File: src/rtl/compare_alarm_unit.sv
// Registered magnitude comparator feeding a three-state alarm FSM (IDLE/ARMED/FIRED).
// The FSM only ever sees registered ge/eq, so a-to-hit_pulse latency is two edges.
module compare_alarm_unit #(
  parameter int WIDTH      = 4,
  parameter bit AUTO_REARM = 1'b0
) (
  input  logic             clk,
  input  logic             rst,
  input  logic [WIDTH-1:0] a,
  input  logic [WIDTH-1:0] target_in,
  input  logic             load,
  input  logic [1:0]       mode,
  input  logic             arm,
  input  logic             disarm,
  input  logic             ack,
  output logic             ge,
  output logic             eq,
  output logic             hit_pulse,
  output logic             alarm,
  output logic             armed
);

  typedef enum logic [1:0] {
    IDLE  = 2'b00,
    ARMED = 2'b01,
    FIRED = 2'b10
  } state_t;

  state_t           state_r;
  logic [WIDTH-1:0] t_r;
  logic             ge_r;
  logic             eq_r;
  logic             hit_r;
  logic             alarm_r;
  logic             armed_r;
  logic             cond_s;

  // Target register: a newly loaded value is compared from the following edge.
  always_ff @(posedge clk) begin
    if (rst) begin
      t_r <= {WIDTH{1'b0}};
    end else if (load) begin
      t_r <= target_in;
    end else begin
      t_r <= t_r;
    end
  end

  // Compare stage against the current target.
  always_ff @(posedge clk) begin
    if (rst) begin
      ge_r <= 1'b0;
      eq_r <= 1'b0;
    end else begin
      ge_r <= (a >= t_r);
      eq_r <= (a == t_r);
    end
  end

  // Fire condition selected from the registered compare flags.
  always_comb begin
    cond_s = 1'b0;
    case (mode)
      2'b00:   cond_s = ge_r;
      2'b01:   cond_s = eq_r;
      2'b10:   cond_s = ge_r & ~eq_r;
      2'b11:   cond_s = ~ge_r;
      default: cond_s = 1'b0;
    endcase
  end

  // Alarm FSM; outputs are registered alongside the state they describe.
  always_ff @(posedge clk) begin
    if (rst) begin
      state_r <= IDLE;
      hit_r   <= 1'b0;
      alarm_r <= 1'b0;
      armed_r <= 1'b0;
    end else begin
      hit_r <= 1'b0;
      case (state_r)
        IDLE: begin
          alarm_r <= 1'b0;
          if (arm && !disarm) begin
            state_r <= ARMED;
            armed_r <= 1'b1;
          end else begin
            state_r <= IDLE;
            armed_r <= 1'b0;
          end
        end
        ARMED: begin
          if (disarm) begin
            state_r <= IDLE;
            armed_r <= 1'b0;
            alarm_r <= 1'b0;
          end else if (cond_s) begin
            state_r <= FIRED;
            armed_r <= 1'b0;
            alarm_r <= 1'b1;
            hit_r   <= 1'b1;
          end else begin
            state_r <= ARMED;
            armed_r <= 1'b1;
            alarm_r <= 1'b0;
          end
        end
        FIRED: begin
          if (disarm || ack) begin
            state_r <= IDLE;
            armed_r <= 1'b0;
            alarm_r <= 1'b0;
          end else if (AUTO_REARM && !cond_s) begin
            state_r <= ARMED;
            armed_r <= 1'b1;
            alarm_r <= 1'b0;
          end else begin
            state_r <= FIRED;
            armed_r <= 1'b0;
            alarm_r <= 1'b1;
          end
        end
        default: begin
          state_r <= IDLE;
          armed_r <= 1'b0;
          alarm_r <= 1'b0;
        end
      endcase
    end
  end

  assign ge        = ge_r;
  assign eq        = eq_r;
  assign hit_pulse = hit_r;
  assign alarm     = alarm_r;
  assign armed     = armed_r;

endmodule

File: config.mk
export PLATFORM = sky130hd
export DESIGN_NAME = compare_alarm_unit
export DESIGN_NICKNAME = d
export VERILOG_FILES = /design/src/rtl/compare_alarm_unit.sv
export SDC_FILE = /design/constraint.sdc
export NUM_CORES = 1
export LEC_CHECK = 0
export CAP_MARGIN = 5
export CORE_AREA = 2 2 39 41
export DETAILED_ROUTE_END_ITERATION = 16
export DIE_AREA = 0 0 41 43
export PLACE_DENSITY = 0.78
export SLEW_MARGIN = 15
export SYNTH_ARGS = -nofsm -noshare
export SYNTH_HDL_FRONTEND = slang
export SYNTH_SLANG_ARGS = --single-unit
File: constraint.sdc
create_clock -name clk -period 3 [get_ports clk]
set_input_delay 0.6 -clock clk [delete_from_list [all_inputs] [get_ports clk]]
set_output_delay 0.6 -clock clk [all_outputs]
set_load 0.02 [all_outputs]
==> impl_metrics.py <==
metrics = {
    "run_status": {
        "status": "completed",
    },
    "pwr": {
        "intPower_uw": 242.5,
        "p_seq_share_pct": 47.9,
        "p_per_area_nw_per_um2": 403.0,
        "pwr-share-comb_pct": 20.4,
        "sw_frac_of_total_pct": 26.25,
        "p_leak_nw": 0.3416,
        "clkPwrFrac_pct": 31.7,
        "irDropWorstVdd_uv": 184.0,
        "total_power_uw": 328.8,
        "power.switching_uw": 86.29,
    },
    "cts": {
        "clock_path_buffers": 2,
        "cts_root_buf": "clkbuf_4",
        "cts_buffers": 3,
        "clk_pin_slew_ns": 0.07,
        "ctsHoldBuffers": 0,
        "cts_resized": 0,
        "cts_tree": "done",
        "clk_latency_ns": 0.27,
        "cts.sinks": 11,
        "htreeDepth": 1,
        "post_cts_buffers": 0,
    },
    "logic_synthesis": {
        "synth_fa_ha_area_share_pct": 17.32,
        "synth_compound_area_share_pct": 9.957,
        "netlist_instances": 62,
        "synthSimpleGateAreaFrac_pct": 19.91,
        "synth-xor-area-share_pct": 0,
        "synthMuxAreaShare_pct": 8.658,
        "synth_top_family_by_area": "simple AND/OR/NAND/NOR gates",
        "synth_seq_area_share_pct": 38.10,
        "ys_ff_latch": 11,
        "synth_cell_types": 21,
        "avgSynthCellArea_sq_um": 9.323,
        "syn_nets": 86,
        "synth_area_sq_um": 578.1,
        "yosysWarnings": 0,
    },
    "drt": {
        "firstDrtPassIters": 4,
        "via_per_inst": 5.170,
        "drt_iter0_markers": 8,
        "remaining_drc_errors": 0,
        "drtAntennaViolNets": 0,
        "wl_per_cell_microns": 10.97,
        "num_vias": 517,
        "drt_wl_total_mm": 1.097,
    },
    "critical_path": {
        "path_class": "register to primary output",
        "crit_path_start": "ge$_SDFF_PP0_",
        "cp_cell_sequence": "clkdlybuf4s50_1",
        "crit_family": "buffers and inverters",
        "slowest_stage": "clkdlybuf4s50_1",
        "max_stage_delay_ns": 0.62,
        "r2r-start": "state_r[0]$_SDFF_PP0_",
        "endpoint_kind": "primary output",
        "crit_required_ns": 2.40,
        "cp_num_buf_inv": 1,
        "cp-start-kind": "register",
        "cp_max_fo": 4,
        "arrival_ns": 1.28,
    },
    "floorplanning": {
        "io_pins": 21,
        "rows": 14,
        "fp.dieH_microns": 43,
        "core_area_sq_um": 1384,
        "initial_core_util_pct": 41.77,
        "fp.dieW_microns": 41,
        "die-area_sq_um": 1763,
    },
    "global_routing": {
        "track_usage_pct": 15.91,
        "antenna_found_initial": 0,
        "grt_max_degree": 11,
        "grt.overflow.total": 0,
        "grt_pass1_wl_mm": 1.876,
        "grt_pass1_vias": 477,
    },
    "timing": {
        "setup_violations": 0,
        "min_period_over_period_pct": 62.78,
        "tightestPinTransition_ns": 0.3421,
        "setup_tns_ns": 0,
        "finalClockSkew_ns": 0.0004190,
        "relSlewSlack_pct": 77.12,
        "rsz0062_at_grt": "no",
        "fmax_mhz": 530.9,
        "final_max_slew_viol_count": 0,
        "hold_viol_final": 0,
        "period_minus_slack_ns": 1.884,
    },
    "placed_design": {
        "dp_hpwl_microns": 852.4,
        "gp_congestion": 0.7273,
        "place_area_sq_um": 789.5,
        "port_buffers": 20,
        "place_inst": 96,
    },
    "cells_and_area": {
        "syn_to_final_growth_pct": 41.13,
        "nets": 109,
        "stdcell_count": 100,
        "antenna_cells": 0,
        "fillers": 124,
        "layout-drive-gt1-share_pct": 5.952,
        "fin_area_sq_um": 815.8,
    },
    "min_path": {
        "worstHoldPathType": "register to register",
        "hp-start": "t_r[2]$_SDFFE_PP0P_",
    },
    "job": {
        "drv_cap": 0,
    },
}
## cell usage in the layout (no fill, tap or decap), types with 2 or more instances in the layout
master           count
clkdlybuf4s50_1     20
dfxtp_1             11
ha_1                 8
inv_1                7
nor2_1               6
mux2i_1              5
nand2_1              5
nor3_1               3
clkbuf_4             3
nor2b_1              2
nand3_1              2
a21oi_1              2
## per-stage QoR
step	setup WS (ns)	hold slack [ns]	utilization, %
after global placement	1.200	0.4828	57.05
final	1.116	0.4915	58.95
after floorplan	1.695	0.4604	-
after detailed placement	1.199	0.4835	57.05
after CTS	1.095	0.5015	58.95
after global routing	1.044	0.5496	58.95
## flip-flops by register name (all words and copies together) (netlist names)
register / cells
armed: 1
t_r: 4
ge: 1
alarm: 1
state_r: 2
eq: 1
hit_pulse: 1
## path summary, 6_finish.rpt
check                             end  slack, ns  depth (start not counted)
setup reg to reg     alarm$_SDFF_PP0_       1.76                          5
setup / recovery                   ge       1.12                          1
hold reg to reg   t_r[2]$_SDFFE_PP0P_       0.49                          2
hold / removal    t_r[2]$_SDFFE_PP0P_       0.49                          2
## power by group through the flow
stage	registers, mW	clock network (mW)	logic (mW)
after floorplan	0.164	0	0.0323
after global placement	0.161	0	0.0654
after detailed placement	0.161	0	0.0668
after CTS	0.157	0.108	0.0673
after global routing	0.158	0.116	0.0745
final	0.157	0.104	0.0671
## cells in the mapped netlist (all sizes together)
master | n | share of area (%)
inv | 7 | 4.5
nor4b | 2 | 4.1
nand2 | 5 | 3.2
nor4 | 1 | 1.1
dfxtp | 11 | 38
buf | 1 | 0.86
a21o | 1 | 1.3
a21oi | 2 | 1.7
nor3 | 3 | 2.6
a31oi | 1 | 1.1
or2 | 1 | 1.1
clkbuf | 1 | 0.65
a41o | 1 | 1.7
nor2b | 2 | 2.2
a31o | 1 | 1.5
nor2 | 6 | 3.9
mux2i | 5 | 8.7
ha | 8 | 17
a221oi | 1 | 2.6
nand3 | 2 | 1.7
## tightest hold or removal path: cells and delay by family, from the launching register on
family	cells	cell delay, ns
flops	1	0.32
mux	1	0.06
simple gates	1	0.07
## kinds of logic after synthesis
logic type | count (synthesis)
AND/OR/NAND/NOR | 22
flip-flops | 11
buffers and inverters | 9
adder cells (fa/ha/maj) | 8
AO/OA/AOI/OAI | 7
multiplexers | 5
## layer usage
layer | share of wire, % | track usage (%)
met5 | 0 | 0
met4 | 1.9 | 10.00
met3 | 5.0 | 4.712
met2 | 48 | 25.94
met1 | 45 | 16.56
## area by class of cell
| class | count | area, sq um | share of cell area [%] |
|---|---|---|---|
| Multi-Input combinational cell | 42 | 322.8 | 39.57 |
| Clock buffer | 4 | 26.28 | 3.221 |
| Inverter | 7 | 26.28 | 3.221 |
| Timing Repair Buffer | 20 | 200.2 | 24.54 |
| Sequential cell | 11 | 220.2 | 26.99 |
| Tap cell | 16 | 20.02 | 2.454 |
(Power assumes the default switching activity.)
